===== config.mk =====
export PLATFORM = sky130hd
export DESIGN_NAME = m41mux
export DESIGN_NICKNAME = d
export VERILOG_FILES = /design/src/rtl/m41mux_pkg.sv /design/src/rtl/m41mux_if.sv /design/src/rtl/m41mux_core.sv /design/src/rtl/m41mux_sat_cnt.sv /design/src/rtl/m41mux.sv
export SDC_FILE = /design/constraint.sdc
export NUM_CORES = 1
export LEC_CHECK = 0
export ABC_AREA = 1
export BUFFER_PORTS_ARGS = -buffer_cell sky130_fd_sc_hd__buf_2
export CORE_AREA = 2 2 39 41
export DETAILED_ROUTE_END_ITERATION = 12
export DIE_AREA = 0 0 41 43
export GPL_TIMING_DRIVEN = 0
export PLACE_DENSITY = 0.45
export SYNTH_ARGS = -nofsm -noshare
export SYNTH_HDL_FRONTEND = slang
export SYNTH_SLANG_ARGS = --single-unit

===== constraint.sdc =====
create_clock -name clk -period 0.8 [get_ports clk]
set_clock_uncertainty 0.05 [all_clocks]
set_input_delay 0 -clock clk [delete_from_list [all_inputs] [get_ports clk]]
set_output_delay 0 -clock clk [all_outputs]
set_load 0.005 [all_outputs]

===== src/rtl/m41mux_pkg.sv =====
// rtl/m41mux_pkg.sv - select encoding shared by the m41mux block
package m41mux_pkg;

  typedef logic [1:0] sel_t;

  localparam sel_t SEL_A = 2'b00;
  localparam sel_t SEL_B = 2'b01;
  localparam sel_t SEL_C = 2'b10;
  localparam sel_t SEL_D = 2'b11;

endpackage


===== src/rtl/m41mux_if.sv =====
// rtl/m41mux_if.sv - data/select bundle and registered status of the 4:1 mux
interface m41mux_if #(
  parameter int WIDTH = 1,
  parameter int CNT_W = 8
);
  import m41mux_pkg::*;

  logic [WIDTH-1:0] a;
  logic [WIDTH-1:0] b;
  logic [WIDTH-1:0] c;
  logic [WIDTH-1:0] d;
  logic             s1;
  logic             s0;
  logic [WIDTH-1:0] y;
  logic [WIDTH-1:0] y_q;
  sel_t             sel_q;
  logic             sel_chg;
  logic [CNT_W-1:0] chg_cnt;

  modport master (
    output a, b, c, d, s1, s0,
    input  y, y_q, sel_q, sel_chg, chg_cnt
  );

  modport slave (
    input  a, b, c, d, s1, s0,
    output y, y_q, sel_q, sel_chg, chg_cnt
  );

endinterface


===== src/rtl/m41mux_core.sv =====
// rtl/m41mux_core.sv - mux, registered copies and select-change tracking
// Change counter present only when M41MUX_CHG_CNT_EN is defined.
module m41mux_core
  import m41mux_pkg::*;
#(
  parameter int WIDTH = 1,
  parameter int CNT_W = 8
) (
  input  logic       clk,
  input  logic       rst,
  m41mux_if.slave    bus
);

  sel_t             sel;
  sel_t             sel_q_r;
  logic [WIDTH-1:0] y_mux;
  logic [WIDTH-1:0] y_q_r;
  logic             sel_chg_r;
  logic             chg;

  assign sel = {bus.s1, bus.s0};
  assign chg = (sel != sel_q_r);

  // Unknown select bits fall to the default arm so y goes all-X in simulation.
  always_comb begin
    y_mux = 'x;
    case (sel)
      SEL_A:   y_mux = bus.a;
      SEL_B:   y_mux = bus.b;
      SEL_C:   y_mux = bus.c;
      SEL_D:   y_mux = bus.d;
      default: y_mux = 'x;
    endcase
  end

  always_ff @(posedge clk) begin
    if (rst) begin
      y_q_r     <= '0;
      sel_q_r   <= SEL_A;
      sel_chg_r <= 1'b0;
    end else begin
      y_q_r     <= y_mux;
      sel_q_r   <= sel;
      sel_chg_r <= chg;
    end
  end

  assign bus.y       = y_mux;
  assign bus.y_q     = y_q_r;
  assign bus.sel_q   = sel_q_r;
  assign bus.sel_chg = sel_chg_r;

`ifdef M41MUX_CHG_CNT_EN
  logic [CNT_W-1:0] cnt;

  m41mux_sat_cnt #(.CNT_W(CNT_W)) u_sat_cnt (
    .clk (clk),
    .rst (rst),
    .inc (chg),
    .cnt (cnt)
  );

  assign bus.chg_cnt = cnt;
`else
  assign bus.chg_cnt = '0;
`endif

endmodule


===== src/rtl/m41mux_sat_cnt.sv =====
// rtl/m41mux_sat_cnt.sv - up-counter that sticks at all-ones instead of wrapping
module m41mux_sat_cnt #(
  parameter int CNT_W = 8
) (
  input  logic             clk,
  input  logic             rst,
  input  logic             inc,
  output logic [CNT_W-1:0] cnt
);

  always_ff @(posedge clk) begin
    if (rst) begin
      cnt <= '0;
    end else if (inc && (cnt != '1)) begin
      cnt <= cnt + CNT_W'(1);
    end
  end

endmodule


===== src/rtl/m41mux.sv =====
// rtl/m41mux.sv - 4:1 mux top; flat port order kept so legacy (y,a,b,c,d,s1,s0) instances bind
// Change counter present only when M41MUX_CHG_CNT_EN is defined.
module m41mux
  import m41mux_pkg::*;
#(
  parameter int WIDTH = 1,
  parameter int CNT_W = 8
) (
  output logic [WIDTH-1:0] y,
  input  logic [WIDTH-1:0] a,
  input  logic [WIDTH-1:0] b,
  input  logic [WIDTH-1:0] c,
  input  logic [WIDTH-1:0] d,
  input  logic             s1,
  input  logic             s0,
  input  logic             clk,
  input  logic             rst,
  output logic [WIDTH-1:0] y_q,
  output sel_t             sel_q,
  output logic             sel_chg,
  output logic [CNT_W-1:0] chg_cnt
);

  m41mux_if #(.WIDTH(WIDTH), .CNT_W(CNT_W)) bus ();

  assign bus.a  = a;
  assign bus.b  = b;
  assign bus.c  = c;
  assign bus.d  = d;
  assign bus.s1 = s1;
  assign bus.s0 = s0;

  m41mux_core #(.WIDTH(WIDTH), .CNT_W(CNT_W)) u_core (
    .clk (clk),
    .rst (rst),
    .bus (bus.slave)
  );

  assign y       = bus.y;
  assign y_q     = bus.y_q;
  assign sel_q   = bus.sel_q;
  assign sel_chg = bus.sel_chg;
  assign chg_cnt = bus.chg_cnt;

endmodule


## After elaboration in Yosys (flattened, before gate mapping)

Index checks and enable logic that the tools add are counted.

| cells by class | value |
|---|---|
| eq/ne operators | 4 |
| multiplexer cells | 1 |
| reduce and logical (&&, ||, !) cells | 1 |

Operator list:

| kind | number |
|---|---|
| $eq A2 B2 Y1 const B | 2 |
| $pmux W1 S4 | 1 |
| $eq A2 B1 Y1 const B | 1 |
| $logic_not A2 Y1 | 1 |
| $ne A2 B2 Y1 | 1 |

| storage, ports and cells | value |
|---|---|
| register bits after elaboration | 4 |
| input bits | 8 |
| output and inout port bits | 13 |
| logic and storage cells | 9 |

## Logic depth before layout (Yosys ltp)

| logic depth | value |
|---|---|
| depth after elaboration | 2 |
| mapped depth | 5 |
| depth with buffers taken out | 5 |

## Worst setup path before layout

No wires, ideal clock.

| path | value |
|---|---|
| path type | register to register |
| from | reg u_core.sel_q_r[0], in the netlist u_core.bus.sel_q[0] |
| to | reg u_core.sel_chg_r, in the netlist u_core.bus.sel_chg |
| setup time | 66 ps |
| arrival | 590 ps |
| data required time | 684 ps |
| path slack | 94 ps |
| cell stages (with the launch flop) | 5 |
| path buffers | 0 |
| period minus slack after synthesis | 706 ps |
| path through | dfxtp_1 -> inv_1 -> nand2_1 -> nand2_1 -> a21oi_2 |

| on the way | value |
|---|---|
| cells in the longest elaborated chain, start to end | 1 |

RTL lines:

| item | line | text |
|---|---|---|
| start: declaration | m41mux_core.sv:15 | `sel_t sel_q_r;` |
| start signal: assignment | m41mux_core.sv:43 | `sel_q_r <= sel;` |
| $ne A2 B2 Y1 | m41mux_core.sv:22 | `assign chg = (sel != sel_q_r);` |
| end signal: assignment | m41mux_core.sv:44 | `sel_chg_r <= chg;` |
| end: declaration | m41mux_core.sv:18 | `logic sel_chg_r;` |

No other way between the ends.
A chain may end at the register's enable or synchronous reset.

## Final worst setup path

| path | value |
|---|---|
| from | reg u_core.sel_q_r[1], in the netlist u_core.bus.sel_q[1] |
| to | out sel_q[1] |

RTL lines:

| item | line | text |
|---|---|---|
| end: declaration | m41mux.sv:19 | `output sel_t sel_q,` |

No word-level cell between the ends.

==> flow_summary.json <==
{
  "synthDominantCellAreaShare": 0.3282,
  "end_kind": "output port",
  "setup_viol": 0,
  "grt_use_met1": 0.06390,
  "status": "finished, final reports clean",
  "synthToLayoutAreaGrowth_pct": 65.13,
  "row_count": 14,
  "cts_sinks": 4,
  "final_nets": 70,
  "drc": 0,
  "power_density_nw_per_um2": 1479,
  "required_ns": 0.75,
  "hp-start": "s1",
  "hp-class": "in -> reg",
  "power_leakage_nw": 0.2417,
  "hold_violations": 0,
  "grtUsageMet3": 0.01571,
  "post-place-ws_ns": 0.09101,
  "grtUsageTotal": 0.06413,
  "path_class": "reg -> out",
  "total_power_w": 0.0005957,
  "holdWs_ns": 0.04293,
  "antenna_left": 0,
  "holdPathStages": 4,
  "cpPeakStageDelay_ns": 0.34,
  "peakVddDrop_v": 0.0003467,
  "die_h_um": 43,
  "drt-total-wl_um": 451,
  "grt.overflow.total": 0,
  "finalCriticalPeriod_ns": 0.7451,
  "ctsResizeCount": 0,
  "cp_cell_sequence": "buf_2",
  "cp_slowest_cell": "dfxtp_1",
  "core-area_um2": 1384,
  "place_hpwl_um": 395.8,
  "fin_setup_tns_ns": 0,
  "netlist_top_cells_count": "nand2_1, buf_4, dfxtp_1",
  "num_vias": 239,
  "register_area_um2": 80.08,
  "io-pin-count": 21,
  "first_iter_violations": 1,
  "grt_max_degree": 5,
  "clk_pin_slew_ns": 0.04,
  "cts_root_buf": "clkbuf_4",
  "cts_inserted_buffers": 3,
  "r2r_end": "u_core.bus.sel_chg$_SDFF_PP0_",
  "ff2ff_path_depth": 4,
  "placed_area_um2": 350.3,
  "vias_per_cell": 3.145,
  "start_util": 0.1763,
  "yosysTopAreaCell": "dfxtp_1",
  "maxCapViolCount": 0,
  "fin_ws_ns": 0.05490,
  "gr-usage-met2": 0.09063,
  "arrival_ns": 0.70,
  "die_width_um": 41,
  "cts_tree": "yes",
  "clk_latency_ns": 0.23,
  "rrSetupSlack_ns": 0.08,
  "critPathTopFamily": "flip-flops",
  "synth_most_common_cell": "nand2_1",
  "cts_buffer_depth": 2,
  "antenna_cells": 0,
  "startpoint_type": "flip-flop",
  "grt_pass1_wl_um": 724,
  "synth_area_leaders": "dfxtp_1, buf_4, nand2_1",
  "rsz0062_at_grt": "no",
  "synth_seq_cells": 4,
  "dieArea_um2": 1763,
  "crit_buf_inv": 1,
  "ys_seq_area_frac": 0.3282,
  "finalCritPeriodShare": 0.9314,
  "synth_cell_type_count": 12,
  "yosys_warnings": 0,
  "syn-cell-area_um2": 244.0,
  "io_buffer_count": 12,
  "nFillCells": 151,
  "multiInputGateArea_um2": 111.4,
  "first_pass_iters": 2,
  "avgSynthCellArea_um2": 6.971,
  "async_flop_share": 0,
  "whs_endpoint": "u_core.bus.sel_chg$_SDFF_PP0_",
  "synthCells": 35,
  "synth_edf_count": 0,
  "path_max_fanout": 3,
  "wire_per_inst_um": 5.934,
  "synthFlopType": "dfxtp_1",
  "max_freq_ghz": 1.342,
  "gp_congestion": 0.6892,
  "antenna_found_initial": 0,
  "finalMaxSlewViolations": 0,
  "final_area_um2": 402.9,
  "drive_above_1_share": 0.5000,
  "top_usage_layer": "met2",
  "htreeDepth": 1,
  "r2r-start": "u_core.bus.sel_q[0]$_SDFF_PP0_",
  "grt_pass1_vias": 211
}
==> sequential cells by signal, indices dropped and copies added (netlist names) <==
signal and flops:
u_core.bus.sel_chg 1, u_core.bus.y_q 1, u_core.bus.sel_q 2
==> layer usage <==
layer	vias up	part of all wire
met3	0	0.13
met4	0	0
met5	-	0
met1	89	0.43
met2	13	0.44
li1	137	-
==> cell families after synthesis <==
logic type,Yosys count,share of synthesized area
buffers and inverters,13,0.3231
DFF,4,0.3282
and+or+nand+nor,16,0.2975
AOI/OAI and AO/OA,1,0.03590
other,1,0.01537
==> through the flow <==
step	instances	utilization
5_1_grt	76	0.2911
2_1_floorplan	42	-
3_5_place_dp	70	0.2532
3_3_place_gp	70	0.2532
4_1_cts	76	0.2911
6_report	76	0.2911
==> area by class of cell <==
class                           instances  share of cell area
Tap cell                               16             0.04969
Sequential cell                         4              0.1988
Multi-Input combinational cell         25              0.2764
Timing Repair Buffer                   15              0.2236
Inverter                                5             0.04658
Clock buffer                            3             0.05590
Buffer                                  8              0.1491
==> cells in the final DEF, fill, tap and decap left out <==
master | netlist | layout
buf_4 | 8 | 8
dlygate4sd3_1 | 0 | 3
nand3_1 | 1 | 1
buf_2 | 0 | 12
nor2_1 | 2 | 2
a21oi_2 | 1 | 1
nand3_2 | 1 | 1
nand2_2 | 1 | 1
clkbuf_4 | 0 | 3
inv_2 | 3 | 3
conb_1 | 1 | 8
dfxtp_1 | 4 | 4
inv_1 | 2 | 2
nand2_1 | 10 | 10
nor2_2 | 1 | 1
==> where the power goes <==
part	switching, W	internal (W)
Combinational	0.0000597	0.0000751
Clock	0.0000744	0.000167
Sequential	0.00000512	0.000214
Total	0.000139	0.000456
==> worst max-delay path by stage <==
stage,start,endpoint,depth (start not counted)
global placement,u_core.bus.sel_q[0]$_SDFF_PP0_,u_core.bus.sel_chg$_SDFF_PP0_,4
CTS,u_core.bus.sel_q[1]$_SDFF_PP0_,sel_q[1],1
global route,u_core.bus.sel_q[0]$_SDFF_PP0_,u_core.bus.sel_chg$_SDFF_PP0_,4
detailed placement,u_core.bus.sel_q[1]$_SDFF_PP0_,u_core.bus.sel_chg$_SDFF_PP0_,4
finish,u_core.bus.sel_q[1]$_SDFF_PP0_,sel_q[1],1
floorplan,u_core.bus.sel_q[0]$_SDFF_PP0_,u_core.bus.sel_chg$_SDFF_PP0_,4
==> worst min-delay path, stage by stage <==
cell	delay, ns
buf_2	0.11
nand2_1	0.05
nand2_1	0.07
a21oi_2	0.04
==> repair_timing <==
action | CTS | global route
hold buffers | 3 | 0
setup buffers | 0 | 0
endpoints found under the hold margin | 4 | 0
Note: power is estimated with default switching activity, not from simulation.
